[config.mk]
export PLATFORM = sky130hd
export DESIGN_NAME = placement_cost_eval
export DESIGN_NICKNAME = d
export VERILOG_FILES = /design/src/rtl/placement_cost_eval.sv
export SDC_FILE = /design/constraint.sdc
export NUM_CORES = 1
export LEC_CHECK = 0
export ABC_CLOCK_PERIOD_IN_PS = 9800
export BUFFER_PORTS_ARGS = -buffer_cell sky130_fd_sc_hd__buf_2
export CORE_AREA = 4 4 270 272
export CTS_CLUSTER_SIZE = 40
export DETAILED_ROUTE_END_ITERATION = 12
export DIE_AREA = 0 0 274 276
export PLACE_DENSITY = 0.5
export RECOVER_POWER = 50
export SLEW_MARGIN = 20
export SYNTH_ARGS = -nofsm -noshare
export SYNTH_HDL_FRONTEND = slang
export SYNTH_SLANG_ARGS = --single-unit
[constraint.sdc]
create_clock -name clk -period 9.8 [get_ports clk]
set_input_delay 0.49 -clock clk [delete_from_list [all_inputs] [get_ports clk]]
set_output_delay 0.49 -clock clk [all_outputs]
set_load 0.005 [all_outputs]
[src/rtl/placement_cost_eval.sv]
// -----------------------------------------------------------------------------
// placement_cost_eval
//
// Post-placement quality evaluator. After a start pulse it walks the edge list
// held in two external ROMs (e_a / e_b, shared address). For each edge it reads
// both endpoint coordinates from the external position RAMs (pos_X / pos_Y,
// shared address). It then accumulates three figures:
//   cost         - signed sum of per-edge Manhattan lengths (wraps at DATA_W)
//   max_len      - largest single edge length (signed compare, starts at 0)
//   unplaced_cnt - edges with any endpoint coordinate equal to -1 (saturating)
// An edge's length is |dx| + |dy| - 1. Adjacent cells therefore cost 0, and a
// self-loop (a == b) contributes -1. The -1 is left in deliberately so that
// degenerate edges show up in the totals instead of being hidden.
//
// Every memory has a one-cycle synchronous read. Each edge takes seven states:
// RD_EDGE, WAIT_EDGE, RD_A, WAIT_A, RD_B, WAIT_B, ACC.
//
// Ports
//   clk, reset        clock; synchronous active-high reset (aborts a run)
//   start             begin a run; only looked at while idle
//   edge_re/edge_addr edge ROM read strobe and edge index
//   edge_a/edge_b     edge endpoints (node ids; only ADDR_W low bits used)
//   pos_re/pos_addr   position RAM read strobe and node id
//   pos_x/pos_y       node coordinates, -1 marks an unplaced node
//   busy              high from the cycle after start through the done cycle
//   done              one-cycle pulse, results valid from then on
//   cost/max_len/unplaced_cnt/error  results, held until the next run
// All outputs are registers.
// -----------------------------------------------------------------------------
module placement_cost_eval #(
    parameter int N_EDGE = 15,
    parameter int ADDR_W = 4,
    parameter int DATA_W = 32,
    parameter int CNT_W  = 8
) (
    input  logic                     clk,
    input  logic                     reset,
    input  logic                     start,
    output logic                     edge_re,
    output logic [ADDR_W-1:0]        edge_addr,
    input  logic signed [DATA_W-1:0] edge_a,
    input  logic signed [DATA_W-1:0] edge_b,
    output logic                     pos_re,
    output logic [ADDR_W-1:0]        pos_addr,
    input  logic signed [DATA_W-1:0] pos_x,
    input  logic signed [DATA_W-1:0] pos_y,
    output logic                     busy,
    output logic                     done,
    output logic signed [DATA_W-1:0] cost,
    output logic signed [DATA_W-1:0] max_len,
    output logic [CNT_W-1:0]         unplaced_cnt,
    output logic                     error
);

    typedef enum logic [3:0] {
        S_IDLE,
        S_RD_EDGE,
        S_WAIT_EDGE,
        S_RD_A,
        S_WAIT_A,
        S_RD_B,
        S_WAIT_B,
        S_ACC,
        S_DONE
    } state_t;

    // One extra bit so that the index can reach N_EDGE == 2**ADDR_W without
    // wrapping before the last-edge test.
    localparam int IDX_W = ADDR_W + 1;
    localparam logic signed [DATA_W-1:0] ONE = DATA_W'(1);

    state_t                     state_reg, state_next;
    logic [IDX_W-1:0]           idx_reg;
    logic [ADDR_W-1:0]          node_b_reg;
    logic signed [DATA_W-1:0]   xa_reg, ya_reg, xb_reg, yb_reg;

    logic signed [DATA_W-1:0]   dx, dy, adx, ady, len;
    logic                       any_unplaced;
    logic                       last_edge;

    // Node ids wider than the RAM address are truncated on purpose.
    logic unused_bits;
    assign unused_bits = &{1'b0, edge_a[DATA_W-1:ADDR_W], edge_b[DATA_W-1:ADDR_W]};

    assign last_edge = (int'(idx_reg) + 1 >= N_EDGE);

    // Edge length is computed entirely in DATA_W signed arithmetic, so every
    // step wraps exactly as it would in the registers.
    always_comb begin
        dx           = xa_reg - xb_reg;
        dy           = ya_reg - yb_reg;
        adx          = dx[DATA_W-1] ? -dx : dx;
        ady          = dy[DATA_W-1] ? -dy : dy;
        len          = adx + ady - ONE;
        any_unplaced = (xa_reg == '1) || (ya_reg == '1) ||
                       (xb_reg == '1) || (yb_reg == '1);
    end

    always_comb begin
        state_next = state_reg;
        case (state_reg)
            S_IDLE:      if (start) state_next = (N_EDGE == 0) ? S_DONE : S_RD_EDGE;
            S_RD_EDGE:   state_next = S_WAIT_EDGE;
            S_WAIT_EDGE: state_next = S_RD_A;
            S_RD_A:      state_next = S_WAIT_A;
            S_WAIT_A:    state_next = S_RD_B;
            S_RD_B:      state_next = S_WAIT_B;
            S_WAIT_B:    state_next = S_ACC;
            S_ACC:       state_next = last_edge ? S_DONE : S_RD_EDGE;
            S_DONE:      state_next = S_IDLE;
            default:     state_next = S_IDLE;
        endcase
    end

    // The status and strobe outputs are decoded from state_next, so that as
    // registers they line up with the state they describe.
    always_ff @(posedge clk) begin
        if (reset) begin
            state_reg    <= S_IDLE;
            idx_reg      <= '0;
            node_b_reg   <= '0;
            xa_reg       <= '0;
            ya_reg       <= '0;
            xb_reg       <= '0;
            yb_reg       <= '0;
            edge_re      <= 1'b0;
            edge_addr    <= '0;
            pos_re       <= 1'b0;
            pos_addr     <= '0;
            busy         <= 1'b0;
            done         <= 1'b0;
            cost         <= '0;
            max_len      <= '0;
            unplaced_cnt <= '0;
            error        <= 1'b0;
        end else begin
            state_reg <= state_next;
            edge_re   <= (state_next == S_RD_EDGE);
            pos_re    <= (state_next == S_RD_A) || (state_next == S_RD_B);
            busy      <= (state_next != S_IDLE);
            done      <= (state_next == S_DONE);

            case (state_reg)
                S_IDLE: begin
                    if (start) begin
                        cost         <= '0;
                        max_len      <= '0;
                        unplaced_cnt <= '0;
                        error        <= 1'b0;
                        idx_reg      <= '0;
                        edge_addr    <= '0;
                    end
                end
                S_WAIT_EDGE: begin
                    // Endpoint a is used straight away as the next read
                    // address, so only b needs to be kept.
                    pos_addr   <= edge_a[ADDR_W-1:0];
                    node_b_reg <= edge_b[ADDR_W-1:0];
                end
                S_WAIT_A: begin
                    xa_reg   <= pos_x;
                    ya_reg   <= pos_y;
                    pos_addr <= node_b_reg;
                end
                S_WAIT_B: begin
                    xb_reg <= pos_x;
                    yb_reg <= pos_y;
                end
                S_ACC: begin
                    if (any_unplaced) begin
                        if (unplaced_cnt != '1) begin
                            unplaced_cnt <= unplaced_cnt + 1'b1;
                        end
                        error <= 1'b1;
                    end else begin
                        cost <= cost + len;
                        if (len > max_len) begin
                            max_len <= len;
                        end
                    end
                    idx_reg   <= idx_reg + 1'b1;
                    edge_addr <= idx_reg[ADDR_W-1:0] + 1'b1;
                end
                default: begin
                end
            endcase
        end
    end

endmodule

# ---- Word level (Yosys, flattened, before mapping)
# Cells that the tools add are included.
dict set report op_classes {
  n_reduce_logical 13
  n_eq_ne 21
  muxes 23
  addsub 11
  order_cmp 2
}
# operator count
set op_table {}
lappend op_table {{$mux W32} 6}
lappend op_table {{$eq A32 B32 Y1 const B} 4}
lappend op_table {{$pmux W32 S2} 2}
lappend op_table {{$add A32 B32 Y32} 2}
lappend op_table {{$neg A32 Y32} 2}
lappend op_table {{$sub A32 B32 Y32} 2}
lappend op_table {{$gt A32 B32 Y1} 1}
lappend op_table {{$pmux W4 S8} 1}
lappend op_table {{$sub A32 B2 Y32 const B} 1}
lappend op_table {{$mux W8} 3}
lappend op_table {{$eq A4 B3 Y1 const B} 5}
lappend op_table {{$pmux W4 S2} 2}
lappend op_table {{$pmux W8 S2} 1}
lappend op_table {{$eq A4 B2 Y1 const B} 3}
lappend op_table {{$mux W4} 3}
lappend op_table {{$ne A2 B2 Y1 const B} 5}
lappend op_table {{$pmux W5 S2} 1}
lappend op_table {{$add A8 B1 Y8 const B} 1}
lappend op_table {{$eq A4 B1 Y1 const B} 2}
lappend op_table {{$ne A8 B8 Y1 const B} 1}
lappend op_table {{$reduce_and A4 Y1} 2}
lappend op_table {{$add A5 B1 Y6 const B} 1}
lappend op_table {{$ge A6 B4 Y1 const B} 1}
lappend op_table {{$reduce_and A3 Y1} 2}
lappend op_table {{11 further kinds} 16}
dict set report word_totals {
  output_inout_bits 85
  wordCells 87
  input_bits 131
  register_bits 226
}

# ---- Logic depth before layout (Yosys ltp)
dict set report logic_depth {
  word_depth 9
  depth_mapped 43
  depth_no_buf 41
}

# ---- Least setup slack after synthesis
# Ideal clock, no wire load.
dict set report synth_timing {
  path_kind {register -> register}
  startpoint {register yb_reg[4]}
  endpoint {register max_len[11]}
  setup_time_ns 0.070
  period_less_slack_ns 8.336
  t_required_ns 9.730
  setup_slack_ns 1.464
  path_stages_with_launch 38
  arrival_ns 8.266
  n_path_buf 3
  cell_sequence {dfxtp_1 inv_1 ha_1 a21o_1 o41ai_2 o21a_1 o21bai_1 a211oi_1 nor3_1 nor3_1 xor2_1 clkbuf_1 nor2_1 xor2_1 ha_1 inv_1 fa_1 a211oi_1 [2 not listed] o211ai_1 a31oi_1 nor2_1 a41o_1 a21oi_1 o211ai_1 a21oi_1 xnor3_1 ha_1 nand4_1 nor4_1 a211oi_1 nand3_1 o2111a_1 clkbuf_1 clkbuf_1 nand2_1 a21oi_1}
}
dict set report synth_between {
  elab_chain_cells 8
  word_cells_on_any_way 14
  classes_between {add/sub (4); order compare (1); eq/ne (3); mux (4); reduce/logical (2)}
}
# element line_no
set synth_lines {}
lappend synth_lines {{start: declaration} 75} ;# logic signed [DATA_W-1:0] xa_reg, ya_reg, xb_reg, yb_reg;
lappend synth_lines {{start signal: assignment} 167} ;# yb_reg <= pos_y;
lappend synth_lines {{$sub A32 B32 Y32} 91} ;# dy = ya_reg - yb_reg;
lappend synth_lines {{$neg A32 Y32} 93} ;# ady = dy[DATA_W-1] ? -dy : dy;
lappend synth_lines {{$mux W32} 93}
lappend synth_lines {{$add A32 B32 Y32} 94} ;# len = adx + ady - ONE;
lappend synth_lines {{$sub A32 B2 Y32} 94}
lappend synth_lines {{$gt A32 B32 Y1 or $mux W32 (tied branches)} 177} ;# if (len > max_len) begin
lappend synth_lines {{$ne A2 B2 Y1 (no line) or $mux W32 (tied branches)} --}
lappend synth_lines {{$reduce_and A4 Y1 (no line) or $pmux W32 S2 (tied branches)} --}
lappend synth_lines {{end signal: assignment} 178} ;# max_len <= len;
lappend synth_lines {{end: declaration} 50} ;# output logic signed [DATA_W-1:0] max_len,
# Several ways; a longest one is shown, not always the timed one. The select of a mux whose other input is x is not followed.
# A chain may end at the register's enable or synchronous reset.

# ---- Final worst setup path
dict set report layout_timing {
  startpoint {register yb_reg[0]}
  endpoint {register max_len[7]}
}
# Same word-level chain as after synthesis.

==> metrics.txt <==
# TYPE chip_impl_metric gauge
chip_impl_metric{name="clock_tree.buffer_depth",unit=""} 3
chip_impl_metric{name="port-buffer-count",unit=""} 159
chip_impl_metric{name="num_vias",unit=""} 16185
chip_impl_info{name="setup_repair_after_global_routing_missed_its_margin",value="no"} 1
chip_impl_metric{name="syn_to_final_growth",unit="%"} 15.4
chip_impl_metric{name="postSynthNetCount",unit=""} 2696
chip_impl_metric{name="cts_sinks",unit=""} 222
chip_impl_metric{name="finish.utilization",unit="%"} 28.5
chip_impl_metric{name="dieWidth",unit="um"} 274
chip_impl_info{name="hold_path_class",value="input pin to flop"} 1
chip_impl_info{name="failed_checks",value="max-capacitance violations, max-slew violations"} 1
chip_impl_info{name="outcome",value="complete, but fails checks"} 1
chip_impl_metric{name="post_synth.cell_area_avg",unit="um^2"} 7.37
chip_impl_info{name="most_frequent_cells_in_the_layout",value="nand2_1, a21oi_1, dfxtp_1, ha_1, inv_1"} 1
chip_impl_info{name="path_class",value="flop to flop"} 1
chip_impl_metric{name="ys_seq_elements",unit=""} 222
chip_impl_metric{name="inserted_clock_buffers",unit=""} 29
chip_impl_metric{name="route.detailed.vias_per_inst",unit=""} 4.69
chip_impl_metric{name="synth_warnings",unit=""} 0
chip_impl_metric{name="synth_seq_area_share",unit="%"} 25.4
chip_impl_metric{name="synth-edff-count",unit=""} 0
chip_impl_metric{name="postCtsSetupRepairBufs",unit=""} 0
chip_impl_metric{name="drc_errors",unit=""} 0
chip_impl_metric{name="grt_antenna_before_repair",unit=""} 21
chip_impl_info{name="rr_startpoint",value="yb_reg[0]$_SDFFE_PP0P_"} 1
chip_impl_metric{name="slew_violations",unit=""} 202
chip_impl_metric{name="async_flop_share",unit="%"} 0
chip_impl_metric{name="min_path_cells",unit=""} 3
chip_impl_info{name="critical_path_end_type",value="flop"} 1
chip_impl_metric{name="place.detailed.instances",unit=""} 3397
chip_impl_metric{name="initialDrtViolationCount",unit=""} 944
chip_impl_metric{name="count_of_distinct_cell_types_in_the_synthesized_netlist",unit=""} 74
chip_impl_metric{name="synthesis.area",unit="um^2"} 17500
chip_impl_metric{name="cpPeakStageDelay",unit="ns"} 0.63
chip_impl_metric{name="worst_skew_pair.late_latency",unit="ns"} 0.58
chip_impl_info{name="root_buffer",value="clkbuf_16"} 1
chip_impl_metric{name="detailedRoute.firstPassIterationCount",unit=""} 6
chip_impl_metric{name="postLayoutCellArea",unit="um^2"} 20200
chip_impl_metric{name="wl",unit="mm"} 54.9
chip_impl_info{name="commonest_non_fill_non_tap_cell_in_the_layout",value="nand2_1"} 1
chip_impl_metric{name="ant_nets",unit=""} 0
chip_impl_metric{name="placement_rows",unit=""} 98
chip_impl_info{name="crit_top_cell",value="ha_1"} 1
chip_impl_metric{name="ctsHtreeMaxLevel",unit=""} 1
chip_impl_metric{name="detailedPlacementHpwl",unit="mm"} 42.8
chip_impl_metric{name="nets",unit=""} 2804
chip_impl_metric{name="depth_of_the_most_critical_reg_to_reg_path",unit=""} 36
chip_impl_metric{name="worst_pin_slew",unit="ns"} 4.23
chip_impl_metric{name="critical_path_arrival",unit="ns"} 9.38
chip_impl_info{name="hp-start",value="edge_b[3]"} 1
chip_impl_metric{name="fp.dieH",unit="um"} 276
chip_impl_metric{name="grt_first_pass_wirelength",unit="mm"} 86.8
chip_impl_info{name="timing.critical_path.slowest_stage_cell",value="o311ai_0"} 1
chip_impl_metric{name="wp_data_required",unit="ns"} 10.22
chip_impl_metric{name="starting_density_of_the_core",unit="%"} 24.7
chip_impl_metric{name="slew_headroom",unit="%"} -182
chip_impl_info{name="worst_setup_path_start_kind",value="flop"} 1
chip_impl_metric{name="crit_path_max_fanout",unit=""} 23
chip_impl_metric{name="die-area",unit="um^2"} 75600
chip_impl_info{name="synth_area_leaders",value="dfxtp_1, ha_1, a21oi_1, nand2_1, xnor2_1"} 1
chip_impl_metric{name="grt_max_degree",unit=""} 75
chip_impl_metric{name="drv_cap",unit=""} 3
chip_impl_info{name="clock_tree_from_tritoncts",value="done"} 1
chip_impl_info{name="crit-reg2reg-capture",value="max_len[7]$_SDFFE_PP0P_"} 1
chip_impl_metric{name="final_hold_viol_count",unit=""} 0
chip_impl_metric{name="gp_congestion",unit=""} 0.848
chip_impl_metric{name="core-area",unit="um^2"} 70800
chip_impl_info{name="critical_path.startpoint",value="yb_reg[0]$_SDFFE_PP0P_"} 1
chip_impl_info{name="yosysTopAreaCell",value="dfxtp_1"} 1
chip_impl_metric{name="gr-total-overflow",unit=""} 0
chip_impl_metric{name="placed_cell_area",unit="um^2"} 19200
chip_impl_metric{name="gr-usage-all-layers",unit="%"} 14.1
chip_impl_metric{name="fill_cells",unit=""} 7849
chip_impl_metric{name="final_min_period_over_clock_period",unit="%"} 91.4
chip_impl_metric{name="cts-resized-gates",unit=""} 0
chip_impl_metric{name="via_count_of_the_first_global_routing_pass",unit=""} 15279
chip_impl_metric{name="totalNegativeSetupSlack",unit="ns"} 0
chip_impl_metric{name="io_pins",unit=""} 216
chip_impl_metric{name="final-instance-count-excl-fill",unit=""} 3454
chip_impl_info{name="synth_ff_type",value="dfxtp_1"} 1
chip_impl_metric{name="post_drt_wl_per_cell",unit="um"} 15.9
chip_impl_metric{name="yosysTopAreaCellShare",unit="%"} 25.4
chip_impl_info{name="cp-endpoint",value="max_len[7]$_SDFFE_PP0P_"} 1
chip_impl_metric{name="max_freq",unit="MHz"} 112
chip_impl_metric{name="post_route_cells_drive_above_1_share",unit="%"} 8.04
chip_impl_metric{name="period_minus_slack",unit="ns"} 8.96
chip_impl_metric{name="synthesis.instances",unit=""} 2370
chip_impl_metric{name="cts.clk_slew.worst_paths",unit="ns"} 0.06
chip_impl_metric{name="r2r_slack",unit="ns"} 0.84
chip_impl_metric{name="cts_hold_repair.buffers",unit=""} 0
chip_impl_metric{name="setup-violations-final",unit=""} 0
chip_impl_metric{name="fin_skew",unit="ns"} 0.0217
==> cells in the mapped netlist (all sizes together) (19+ instances only) <==
master,count
nand4,59
nor2b,20
nand3,52
nand2b,23
o21bai,19
nand2,404
and3,25
a211oi,22
inv,190
a21oi,320
xnor2,98
a21o,60
nor3,33
clkbuf,83
dfxtp,222
ha,191
a31oi,23
o21a,23
nor2,134
o21ai,67
nand3b,33
xor2,70
==> area by class of cell <==
cell class | count | area [um^2] | share of cell area (%)
antenna | 3 | 7.51 | 0.0372
clock inverter | 11 | 148 | 0.732
tap | 950 | 1190 | 5.90
inverter | 192 | 721 | 3.57
sequential | 222 | 4440 | 22.0
clock buffer | 43 | 828 | 4.11
timing repair buffer | 178 | 895 | 4.44
multi-input combinational | 1855 | 11900 | 59.2
==> worst min path at each step <==
stage	end
2_1_floorplan	xb_reg[17]$_SDFFE_PP0P_
3_3_place_gp	error$_SDFFE_PP0P_
3_5_place_dp	error$_SDFFE_PP0P_
4_1_cts	node_b_reg[3]$_SDFFE_PP0P_
5_1_grt	xb_reg[23]$_SDFFE_PP0P_
6_report	node_b_reg[3]$_SDFFE_PP0P_
==> worst max-delay path: cells and delay by family, from the launching register on <==
kind,cells,cell delay (ns)
DFF,1,0.37
adders and majority gates,5,1.49
AOI/OAI and AO/OA,16,3.45
xor gates and xnor gates,2,0.74
buffers and inverters,4,0.58
and+or+nand+nor,9,2.14
==> per-layer routing <==
| metal | wire (um) | share of wire (%) | track usage (%) |
|---|---|---|---|
| met1 | 25900 | 47 | 18.9 |
| met2 | 24700 | 45 | 23.0 |
| met3 | 2640 | 4.8 | 2.70 |
| met4 | 1490 | 2.7 | 3.70 |
| met5 | 203 | 0.37 | 0 |
==> cell families (layout without fill, tap and decap cells) <==
family / after synthesis / in the layout / share of synthesized area [%]
buffers and inverters: 293 / 424 / 6.43
multiplexers: 17 / 17 / 0.995
AO/OA/AOI/OAI: 625 / 625 / 21.8
flip-flops: 222 / 222 / 25.4
other: 0 / 3 / 0
adder cells (fa/ha/maj): 195 / 195 / 14.1
AND/OR/NAND/NOR: 849 / 849 / 22.6
XOR/XNOR: 169 / 169 / 8.55
==> per-stage QoR <==
stage,setup slack (ns),hold WS [ns]
6_report,0.841,0.147
5_1_grt,0.00266,0.139
4_1_cts,0.632,0.105
3_5_place_dp,0.662,0.462
3_3_place_gp,0.734,0.457
2_1_floorplan,1.46,0.449
Power is not shown: default switching activity piles up to over one toggle a cycle in this logic, so the estimate is an artifact.
